[src/rtl/jstk2_spi_responder.sv]
// ---------------------------------------------------------------------------
// jstk2_spi_responder
//
// SPI mode-0 responder that stands in for a PMOD JSTK2 joystick. Each 5-byte
// frame reports a snapshot of the programmable X/Y/button values, and the
// bytes sent by the host are captured so that the set-LED command (0x84) can
// be decoded.
//
// Optional feature macro: JSTK2_RESP_LED_EN
//   defined   : 0x84 decode and led_r/g/b registers are built.
//   undefined : led_r/g/b tie to 0 and only the command byte is captured.
//
// Ports
//   CLK        : system clock, rising edge
//   RST        : synchronous active-high reset
//   CS_n       : SPI chip select, active low, asynchronous to CLK
//   SCK        : SPI clock (CPOL=0, CPHA=0), asynchronous to CLK
//   MOSI       : host-to-device data, MSB first
//   MISO       : device-to-host data, MSB first, 0 when not selected
//   x_pos_in   : 10-bit X value to report
//   y_pos_in   : 10-bit Y value to report
//   buttons_in : button byte to report
//   frame_done : one-cycle pulse at the end of a complete frame
//   frame_err  : one-cycle pulse at the end of a partial/short frame
//   cmd_byte   : first byte of the last complete frame
//   led_r/g/b  : last LED colour commanded
//
// Parameter SYNC_STAGES (2..3): synchroniser depth on CS_n, SCK and MOSI.
// ---------------------------------------------------------------------------
module jstk2_spi_responder #(
    parameter int SYNC_STAGES = 2
) (
    input  logic       CLK,
    input  logic       RST,
    input  logic       CS_n,
    input  logic       SCK,
    input  logic       MOSI,
    output logic       MISO,
    input  logic [9:0] x_pos_in,
    input  logic [9:0] y_pos_in,
    input  logic [7:0] buttons_in,
    output logic       frame_done,
    output logic       frame_err,
    output logic [7:0] cmd_byte,
    output logic [7:0] led_r,
    output logic [7:0] led_g,
    output logic [7:0] led_b
);

    typedef enum logic {
        IDLE   = 1'b0,
        ACTIVE = 1'b1
    } state_t;

    state_t state_q, state_d;

    logic [SYNC_STAGES-1:0] cs_sync, sck_sync, mosi_sync;
    logic                   cs_prev, sck_prev;
    logic                   cs_s, sck_s, mosi_s;
    logic                   cs_fall, cs_rise, sck_rise, sck_fall;

    logic                   start_frame, end_frame, shift_in, shift_out;
    logic                   frame_ok;

    logic [39:0]            tx_sr;
    logic [7:0]             rx_sr, rx_next;
    logic [5:0]             bit_cnt, bit_cnt_inc;
    logic [7:0]             slot0;

    // Bit counter stops at 63 so an over-long frame cannot wrap back into
    // a multiple of 8 that looks complete.
    function automatic logic [5:0] sat_inc6(input logic [5:0] v);
        return (v == 6'd63) ? v : v + 6'd1;
    endfunction

    // ---- synchroniser stages and edge-detect register ----
    // Not reset: after RST the chain already holds the live CS_n level, so a
    // CS_n that stayed low through reset produces no false fall.
    always_ff @(posedge CLK) begin
        cs_sync   <= {cs_sync[SYNC_STAGES-2:0], CS_n};
        sck_sync  <= {sck_sync[SYNC_STAGES-2:0], SCK};
        mosi_sync <= {mosi_sync[SYNC_STAGES-2:0], MOSI};
        cs_prev   <= cs_sync[SYNC_STAGES-1];
        sck_prev  <= sck_sync[SYNC_STAGES-1];
    end

    assign cs_s     = cs_sync[SYNC_STAGES-1];
    assign sck_s    = sck_sync[SYNC_STAGES-1];
    assign mosi_s   = mosi_sync[SYNC_STAGES-1];
    assign cs_fall  = cs_prev & ~cs_s;
    assign cs_rise  = ~cs_prev & cs_s;
    assign sck_rise = ~sck_prev & sck_s;
    assign sck_fall = sck_prev & ~sck_s;

    assign rx_next     = {rx_sr[6:0], mosi_s};
    assign bit_cnt_inc = sat_inc6(bit_cnt);
    assign frame_ok    = (bit_cnt >= 6'd40) && (bit_cnt[2:0] == 3'd0);

    // ---- frame state machine ----
    always_ff @(posedge CLK) begin
        if (RST) begin
            state_q <= IDLE;
        end else begin
            state_q <= state_d;
        end
    end

    // A CS_n rise takes priority over any SCK edge seen in the same cycle.
    always_comb begin
        state_d     = state_q;
        start_frame = 1'b0;
        end_frame   = 1'b0;
        shift_in    = 1'b0;
        shift_out   = 1'b0;
        case (state_q)
            IDLE: begin
                if (cs_fall) begin
                    state_d     = ACTIVE;
                    start_frame = 1'b1;
                end
            end
            ACTIVE: begin
                if (cs_rise) begin
                    state_d   = IDLE;
                    end_frame = 1'b1;
                end else begin
                    shift_in  = sck_rise;
                    shift_out = sck_fall;
                end
            end
            default: state_d = IDLE;
        endcase
    end

    // ---- shift registers and received-byte slots ----
`ifdef JSTK2_RESP_LED_EN
    logic [7:0] slot1, slot2, slot3;
`endif

    always_ff @(posedge CLK) begin
        if (start_frame) begin
            tx_sr <= {x_pos_in[7:0], 6'b0, x_pos_in[9:8],
                      y_pos_in[7:0], 6'b0, y_pos_in[9:8], buttons_in};
            rx_sr <= 8'h00;
            slot0 <= 8'h00;
`ifdef JSTK2_RESP_LED_EN
            slot1 <= 8'h00;
            slot2 <= 8'h00;
            slot3 <= 8'h00;
`endif
        end else begin
            // Zero fill means MISO reads 0 once all 40 bits have gone out.
            if (shift_out) begin
                tx_sr <= {tx_sr[38:0], 1'b0};
            end
            if (shift_in) begin
                rx_sr <= rx_next;
                case (bit_cnt_inc)
                    6'd8:  slot0 <= rx_next;
`ifdef JSTK2_RESP_LED_EN
                    6'd16: slot1 <= rx_next;
                    6'd24: slot2 <= rx_next;
                    6'd32: slot3 <= rx_next;
`endif
                    default: ;
                endcase
            end
        end
    end

    assign MISO = (state_q == ACTIVE) & tx_sr[39];

    // ---- frame status and command registers ----
    always_ff @(posedge CLK) begin
        if (RST) begin
            bit_cnt    <= 6'd0;
            frame_done <= 1'b0;
            frame_err  <= 1'b0;
            cmd_byte   <= 8'h00;
        end else begin
            frame_done <= 1'b0;
            frame_err  <= 1'b0;
            if (start_frame) begin
                bit_cnt <= 6'd0;
            end else if (shift_in) begin
                bit_cnt <= bit_cnt_inc;
            end
            if (end_frame) begin
                if (frame_ok) begin
                    frame_done <= 1'b1;
                    cmd_byte   <= slot0;
                end else begin
                    frame_err  <= 1'b1;
                end
            end
        end
    end

`ifdef JSTK2_RESP_LED_EN
    always_ff @(posedge CLK) begin
        if (RST) begin
            led_r <= 8'h00;
            led_g <= 8'h00;
            led_b <= 8'h00;
        end else if (end_frame && frame_ok && (slot0 == 8'h84)) begin
            led_r <= slot1;
            led_g <= slot2;
            led_b <= slot3;
        end
    end
`else
    assign led_r = 8'h00;
    assign led_g = 8'h00;
    assign led_b = 8'h00;
`endif

endmodule

[config.mk]
export PLATFORM = sky130hd
export DESIGN_NAME = jstk2_spi_responder
export DESIGN_NICKNAME = d
export VERILOG_FILES = /design/src/rtl/jstk2_spi_responder.sv
export SDC_FILE = /design/constraint.sdc
export NUM_CORES = 1
export LEC_CHECK = 0
export ABC_AREA = 1
export BUFFER_PORTS_ARGS = -buffer_cell sky130_fd_sc_hd__buf_2
export CORE_MARGIN = 8
export CORE_UTILIZATION = 57
export CTS_BUF_LIST = sky130_fd_sc_hd__clkbuf_8
export DETAILED_ROUTE_END_ITERATION = 12
export HOLD_SLACK_MARGIN = 0.08
export PLACE_DENSITY = 0.82
export SLEW_MARGIN = 10
export SYNTH_ARGS = -nofsm -noshare
export SYNTH_HDL_FRONTEND = slang
export SYNTH_SLANG_ARGS = --single-unit
[constraint.sdc]
create_clock -name CLK -period 6.2 [get_ports CLK]
set_clock_uncertainty 0.2 [all_clocks]
set_input_delay 0.62 -clock CLK [delete_from_list [all_inputs] [get_ports CLK]]
set_output_delay 0.62 -clock CLK [all_outputs]
set_load 0.1 [all_outputs]
==> results by group, run 1 <==
Synthesis
  – Ys Warns: 0
  – Mapped Area: 3440 um^2
  – Yosys reg bits: 80
  – Average footprint of a synthesized cell: 9.79 um^2
  – Distinct cells, synth: 34
  – Post-Synthesis Cells: 352
  – Seq/Total Area, Yosys: 54.6%

Setup path
  – Worst setup EP type: register
  – Crit. path cell count: 3
  – CP peak stage delay: a little over 1 ns
  – Worst path slowest cell: nand2_1
  – Cell Chain, Critical Path: nor3_4 -> inv_1 -> nand2_1
  – Critical path class: reg2reg
  – WP data required: approximately 6.0 ns
  – CP max FO: 31
  – WP data arrival: ~3.3 ns
  – R2r setup slk: around 2.7 ns
  – Family with the most delay on the worst path: simple AND/OR/NAND/NOR gates
  – Critical path launch point type: register
  – Cells on worst reg2reg path: 3
  – Bufs and invs on worst path: 1

Power and ir drop
  – Combinational Power Share: 12.6%
  – Design internal power: 0.740 mW
  – Clock share of power: 31.7%
  – Sw power: around 0.3 mW
  – Total power: ~1.0 mW
  – Pwr/cell area: between 200 and 300 nW/um^2
  – Reg power frac: 55.7%
  – Switching Share: 29.0%
  – Peak supply drop: 190 uV
  – Leakage power: between 1.5 and 2 nW

Drt
  – First DRT Iteration DRCs: 105
  – Routed wire per std cell: 13.4 um
  – Via count: 2347
  – Drt via density: between 4 and 5
  – Total Wirelength: 6.31 mm
  – Drt first pass iters: 4
  – Post-DRT Antenna Nets: 0
  – DRC Markers: 0

Floorplan
  – I/O pins: just under 70
  – Chip width: 93.7 um
  – Die height: between 90 and 100 um
  – Starting Density: 58.5%
  – Die area: roughly 8800 um^2
  – Row count: 28
  – Core area: 5890 um^2

Place
  – Port bufs: 43
  – DP HPWL: 4.35 mm
  – Global placer's final weighted congestion: 0.800

Clock network
  – Setup bufs post-CTS: 0
  – CTS Buf Count: 9
  – Clock Sinks: 80
  – Clk_lat worst skew: 0.35 ns
  – Post-CTS resize count: 0
  – Root Driver: clkbuf_8
  – Post-CTS Hold Fix Bufs: 0
  – Clk pin slew, worst setup/hold paths: roughly 0.08 ns
  – TritonCTS clock tree: yes
  – H-tree depth: 3
  – Max Buffers Root-to-Sink: 2

Timing
  – Final setup violation count: 0
  – Max_slew headroom: 22.7%
  – Tmin final: around 3.5 ns
  – TNS Setup: 0 ns
  – Pins over their slew limit: 0
  – Highest Clock Rate: 282 MHz
  – Crit share post-route: a little under three fifths
  – Pin slew with the least headroom to its limit: 1.16 ns
  – RSZ-0062 raised after global routing: false
  – Fin Hold WS: 0.136 ns
  – Final hold vios: 0

Hold path
  – Hold depth: 0
  – Hold Crit Class: reg2reg

Layout
  – Final #Nets: 426
  – N_diodes: 0
  – Layout cell share with drive strength beyond 1: 23.2%
  – P&R area growth vs syn: 8.39%

Status
  – Status: complete, no violations

Global routing
  – Initial antenna violation count: 0
  – Largest net degree at the start of global routing: 40
  – First-pass GRT wire length: about 10 mm
  – Vias in the first global route: approximately 2300
  – Gr ovfl total: 0
  – Total GRT Usage: 15.2%

Job
  – Max-Cap Viols: 0
## layout make-up
cell class,instances,area [um^2]
clock buffer,9,124
clock inverter,7,46.3
fill,513,2150
inverter,31,119
multi-input combinational,226,1250
sequential,80,1880
tap,75,93.8
timing repair buffer,43,215
## power groups by stage
stage                     Sequential [mW]  Clock (mW)  Combinational (mW)
after floorplan                     0.590           0               0.124
final                               0.582       0.331               0.131
after detailed placement            0.593           0               0.131
after global routing                0.584       0.358               0.142
after global placement              0.592           0               0.128
after CTS                           0.582       0.340               0.131
## flip-flops by register name (all words and copies together) (netlist names)
register and flops:
sck_sync 2, cs_prev 1, bit_cnt 6, cmd_byte 8
state_q 1, tx_sr 40, slot0 8, mosi_sync 2
frame_done 1, frame_err 1, rx_sr 7, sck_prev 1
cs_sync 2
## stage by stage
step | utilization (%) | cells | worst slack, ns | area (um^2)
floorplan | - | 375 | 3.99 | 3530
global placement | 60.5 | 455 | 2.76 | 3560
detailed placement | 60.5 | 455 | 2.66 | 3560
CTS | 63.4 | 471 | 2.68 | 3730
global route | 63.4 | 471 | 2.34 | 3730
finish | 63.4 | 471 | 2.65 | 3730
## Yosys cell counts, drive strengths merged
master	instances	area share, %
nand2	35	4.2
ha	2	0.73
clkinv	1	0.11
a22o	25	6.4
o21bai	1	0.22
o21ai	31	4.5
o211ai	2	0.44
nand3	14	3.0
edfxtp	28	24
nor2	67	8.9
a21oi	20	3.8
buf	32	7.4
dfxtp	52	30
or2	1	0.18
inv	30	3.3
nor3	1	0.47
nor4	2	0.80
clkbuf	6	0.65
conb	1	0.11
nand4	1	0.18
## metal layers
layer | up-vias | wire length [um] | share of wire [%] | track usage, %
met2 | 56 | 3030 | 48 | 24.2
met5 | - | 0 | 0 | 0
li1 | 1209 | - | - | -
met4 | 0 | 70 | 1.1 | 6.34
met3 | 9 | 420 | 6.7 | 5.92
met1 | 1073 | 2790 | 44 | 18.1
## logic make-up after synthesis
kind of cell	share of synthesized area [%]
AOI/OAI and AO/OA	15.3
adders and majority gates	0.726
buffers and inverters	11.5
other	0.109
and+or+nand+nor	17.8
DFF	54.6
## worst paths after layout
path	from	endpoint
worst max-delay path	state_q$_SDFF_PP0_	tx_sr[1]$_DFFE_PP_
worst min-delay path	sck_sync[0]$_DFF_P_	sck_sync[1]$_DFF_P_
worst max register to register	state_q$_SDFF_PP0_	tx_sr[1]$_DFFE_PP_
worst min register to register	sck_sync[0]$_DFF_P_	sck_sync[1]$_DFF_P_
## layout by cell type, fill, tap and decap left out, types with 12 or more instances in the layout
master / Yosys / layout
inv_1: 25 / 25
o21ai_0: 30 / 30
nand2_1: 29 / 29
dfxtp_1: 52 / 52
nor2_1: 58 / 58
edfxtp_1: 28 / 28
conb_1: 1 / 24
a21oi_1: 12 / 12
a22o_1: 25 / 25
buf_2: 3 / 43
No activity file was read; power rests on OpenSTA's default activity.
==> inputs of run 2 (changes only) <==
--- a/config.mk
+++ b/config.mk
@@ -5,14 +5,14 @@
 export SDC_FILE = /design/constraint.sdc
 export NUM_CORES = 1
 export LEC_CHECK = 0
-export ABC_AREA = 1
+export ABC_AREA = 0
 export BUFFER_PORTS_ARGS = -buffer_cell sky130_fd_sc_hd__buf_2
 export CORE_MARGIN = 8
-export CORE_UTILIZATION = 57
+export CORE_UTILIZATION = 51
 export CTS_BUF_LIST = sky130_fd_sc_hd__clkbuf_8
 export DETAILED_ROUTE_END_ITERATION = 12
 export HOLD_SLACK_MARGIN = 0.08
-export PLACE_DENSITY = 0.82
+export PLACE_DENSITY = 0.78
 export SLEW_MARGIN = 10
 export SYNTH_ARGS = -nofsm -noshare
 export SYNTH_HDL_FRONTEND = slang
==> constraint.sdc (replaced) <==
create_clock -name CLK -period 3 [get_ports CLK]
set_clock_uncertainty 0.2 [all_clocks]
set_input_delay 0.3 -clock CLK [delete_from_list [all_inputs] [get_ports CLK]]
set_output_delay 0.3 -clock CLK [all_outputs]
set_load 0.1 [all_outputs]
==> run 2 against run 1 <==
  * Highest routed layer unchanged
  * Combinational power increased by 100%
  * Sequential share of layout area decreased by 3.2 points
  * Hold slack improved by 0.0013 ns
  * Critical path depth increased by 2
  * Final area increased by 6.7%
==> results by group, run 2 <==
Status
  – Status: complete, no violations

Layout
  – Most frequent cells in the layout: 62 x nand2_1, 52 x dfxtp_1, 43 x buf_2, 32 x dlygate4sd3_1, 28 x edfxtp_1
  – Largest regs: tx_sr (40), cmd_byte (8), slot0 (8)
  – Most common cell after layout, fill and taps aside: nand2_1
  – Layout cell share with drive strength beyond 1: 18.2% (-5.1 points)
  – Top reg by flops: tx_sr
  – Final Non-Filler Cells: 462 (-1.9%)
  – P&R area growth vs syn: 21.6%
  – Max reg flops: 40 (unchanged)
  – N_diodes: 0 (unchanged)
  – Final #Nets: 415 (-2.6%)

Setup path
  – Worst setup EP type: register
  – Reg-to-reg endpoint: slot0[3]$_SDFFE_PP0P_
  – Critical path launch point type: register
  – Critical path class: reg2reg
  – WP data arrival: 2.26 ns (-1.06 ns)
  – WP data required: 3.08 ns (-2.89 ns)
  – R2r setup slk: 0.82 ns (-1.84 ns)
  – CP max FO: 8 (-74%)
  – Cells on worst reg2reg path: 5 (+2)
  – Reg-to-reg critical path startpoint: bit_cnt[1]$_SDFFE_PP0P_

Synthesis
  – Mapped Area: 3280 um^2 (-4.9%)
  – Main combinational cell family by area after synthesis: simple AND/OR/NAND/NOR gates
  – Synth Area in XOR/XNOR: 0.535% (+0.53 points)
  – Post-Synthesis Cells: 310 (-12%)
  – Synth top cells by count: 62 x nand2_1, 52 x dfxtp_1, 28 x edfxtp_1
  – Seq/Total Area, Yosys: 57.4% (+2.8 points)
  – Post-synth top area cell: dfxtp_1
  – Simple-gate share of the synthesized area: 15.5% (-2.3 points)
  – Post-Synth Adder-Cell Area: 0.764% (+0.037 points)
  – Average footprint of a synthesized cell: 10.6 um^2 (+8.0%)
  – Yosys reg bits: 80 (unchanged)
  – Ys flop type: dfxtp_1
  – Synth area leaders: dfxtp_1 32%, edfxtp_1 26%, a22o_1 7.2%
  – Distinct cells, synth: 38 (+12%)
  – Most numerous cell in the Yosys netlist: nand2_1
  – Fraction of registers with async set/reset: 0% (unchanged)
  – Ys Warns: 0 (unchanged)
  – Synth top area share: 31.8% (+1.5 points)
  – Multiplexer area fraction after synthesis: 5.50% (+5.5 points)
  – Post-synthesis compound-gate area fraction: 12.1% (-3.2 points)
  – EDFF count, synth: 28 (unchanged)

Floorplan
  – Core area: 6280 um^2 (+6.7%)
  – Row count: 29 (+3.6%)
  – I/O pins: 68 (unchanged)
  – Chip width: 96.2 um (+2.6%)
  – Starting Density: 52.2% (-6.3 points)
  – Die height: 96.2 um (+2.6%)
  – Die area: 9250 um^2 (+5.2%)

Clock network
  – Clock Sinks: 80 (unchanged)
  – Clk_lat worst skew: 0.36 ns (about the same)
  – Setup bufs post-CTS: 0 (unchanged)
  – Root Driver: clkbuf_8
  – Max Buffers Root-to-Sink: 2 (unchanged)
  – H-tree depth: 3 (unchanged)
  – TritonCTS clock tree: yes
  – CTS Buf Count: 9 (unchanged)
  – Clk pin slew, worst setup/hold paths: 0.08 ns (about the same)

Timing
  – Max_slew headroom: 64.5% (+42 points)
  – Final worst setup slack: 0.818 ns (-1.84 ns)
  – RSZ-0062 raised after global routing: false
  – Crit share post-route: 72.7% (+16 points)
  – Pin slew with the least headroom to its limit: 0.530 ns (-0.629 ns)
  – Final hold vios: 0 (unchanged)
  – Fin Hold WS: 0.137 ns (+0.00132 ns)
  – Tmin final: 2.18 ns (-1.36 ns)
  – Highest Clock Rate: 458 MHz (+63%)
  – Final setup violation count: 0 (unchanged)
  – TNS Setup: 0 ns (unchanged)
  – Pins over their slew limit: 0 (unchanged)

Hold path
  – WHS Endpoint: sck_sync[1]$_DFF_P_
  – Hold Crit Class: reg2reg
  – Hold depth: 0 (unchanged)
  – Hold Startpoint: sck_sync[0]$_DFF_P_

Drt
  – Post-DRT Antenna Nets: 0 (unchanged)
  – Total Wirelength: 6.68 mm (+5.9%)
  – Drt first pass iters: 4 (unchanged)
  – Drt via density: 5.18 (+3.9%)
  – DRC Markers: 0 (unchanged)
  – Via count: 2393 (+2.0%)
  – First DRT Iteration DRCs: 120 (+14%)
  – Routed wire per std cell: 14.5 um (+8.0%)

Global routing
  – Initial antenna violation count: 0 (unchanged)
  – Largest net degree at the start of global routing: 48 (+20%)
  – Total GRT Usage: 14.9% (-0.35 points)
  – Vias in the first global route: 2232 (-1.5%)
  – First-pass GRT wire length: 10.7 mm (+1.9%)
  – Gr ovfl total: 0 (unchanged)

Place
  – Port bufs: 43 (unchanged)
  – Pre-CTS WS: 0.840 ns (-1.82 ns)
  – Global placer's final weighted congestion: 0.862 (+7.7%)
  – Placed cell count: 414 (-9.0%)
  – DP HPWL: 4.07 mm (-6.5%)

Power and ir drop
  – Pwr/cell area: 567 nW/um^2 (+100%)
  – Peak supply drop: 369 uV (+94%)
  – Leakage power: 1.57 nW (-6.9%)

Job
  – Max-Cap Viols: 0 (unchanged)
[run 2: changes by cell type after synthesis, moves of 4 or more]
cell | before | now
a21oi_1 | 12 | 23
a21oi_2 | 8 | 0
clkbuf_1 | 6 | 13
inv_1 | 25 | 3
inv_2 | 4 | 0
mux2i_1 | 0 | 18
nand2_1 | 29 | 62
nand2_2 | 6 | 0
nand3_1 | 9 | 5
nand3_2 | 4 | 0
nor2_1 | 58 | 16
nor2_2 | 6 | 0
nor3_1 | 0 | 5
o21ai_0 | 30 | 0
[run 2: area by class of cell]
| cell class | instances | area [um^2] |
|---|---|---|
| inverter | 3 | 11.3 |
| timing repair buffer | 78 | 558 |
| tap | 77 | 96.3 |
| multi-input combinational | 208 | 1220 |
| clock inverter | 7 | 90.1 |
| fill | 488 | 2290 |
| clock buffer | 9 | 124 |
| sequential | 80 | 1880 |
[run 2: how the worst max path moves through the flow]
stage	startpoint	end	slack, ns	depth (start not counted)
2_1_floorplan	cs_sync[1]$_DFF_P_	tx_sr[0]$_DFFE_PP_	0.56	5
3_3_place_gp	bit_cnt[1]$_SDFFE_PP0P_	slot0[7]$_SDFFE_PP0P_	0.93	5
3_5_place_dp	bit_cnt[1]$_SDFFE_PP0P_	slot0[3]$_SDFFE_PP0P_	0.84	5
4_1_cts	bit_cnt[1]$_SDFFE_PP0P_	slot0[3]$_SDFFE_PP0P_	0.81	5
5_1_grt	bit_cnt[1]$_SDFFE_PP0P_	slot0[4]$_SDFFE_PP0P_	0.66	5
6_report	bit_cnt[1]$_SDFFE_PP0P_	slot0[3]$_SDFFE_PP0P_	0.82	5
[run 2: per-stage QoR]
| step | total power [mW] | util (%) | instance area, um^2 |
|---|---|---|---|
| after floorplan | 1.41 | - | 3360 |
| after global placement | 1.42 | 55.0 | 3450 |
| after detailed placement | 1.42 | 55.0 | 3450 |
| after CTS | 2.27 | 63.5 | 3990 |
| after global routing | 2.35 | 63.5 | 3990 |
| final | 2.26 | 63.5 | 3990 |
[run 2: worst max-delay path, stage by stage, from the launching register on]
cell and delay (ns):
dfxtp_1 0.42, ha_1 0.34, xor2_1 0.10, or3_4 0.35, nor3_4 0.46, mux2i_1 0.24
[run 2: report_power, final]
group / internal [mW] / switching (mW)
clock network: 0.401 / 0.426
registers: 1.15 / 0.0158
logic: 0.0677 / 0.195
total: 1.62 / 0.637
[run 2: routing by layer]
metal | up-vias | track usage [%] | wire length, um
met5 | - | 0 | 0
met1 | 1126 | 18.0 | 2940
li1 | 1169 | - | -
met4 | 0 | 6.27 | 93
met3 | 10 | 5.77 | 589
met2 | 88 | 23.2 | 3060
[run 2: timing repair]
action | 4_1_cts | 5_1_grt
hold endpoints to repair | 40 | 0
resized for setup | 0 | 0
hold buffers | 32 | 0
[run 2: kinds of logic after synthesis]
| family | after synthesis |
|---|---|
| xor gates and xnor gates | 2 |
| adders and majority gates | 2 |
| DFF | 80 |
| and+or+nand+nor | 106 |
| other | 1 |
| muxes | 18 |
| AOI/OAI and AO/OA | 56 |
| buffers and inverters | 45 |
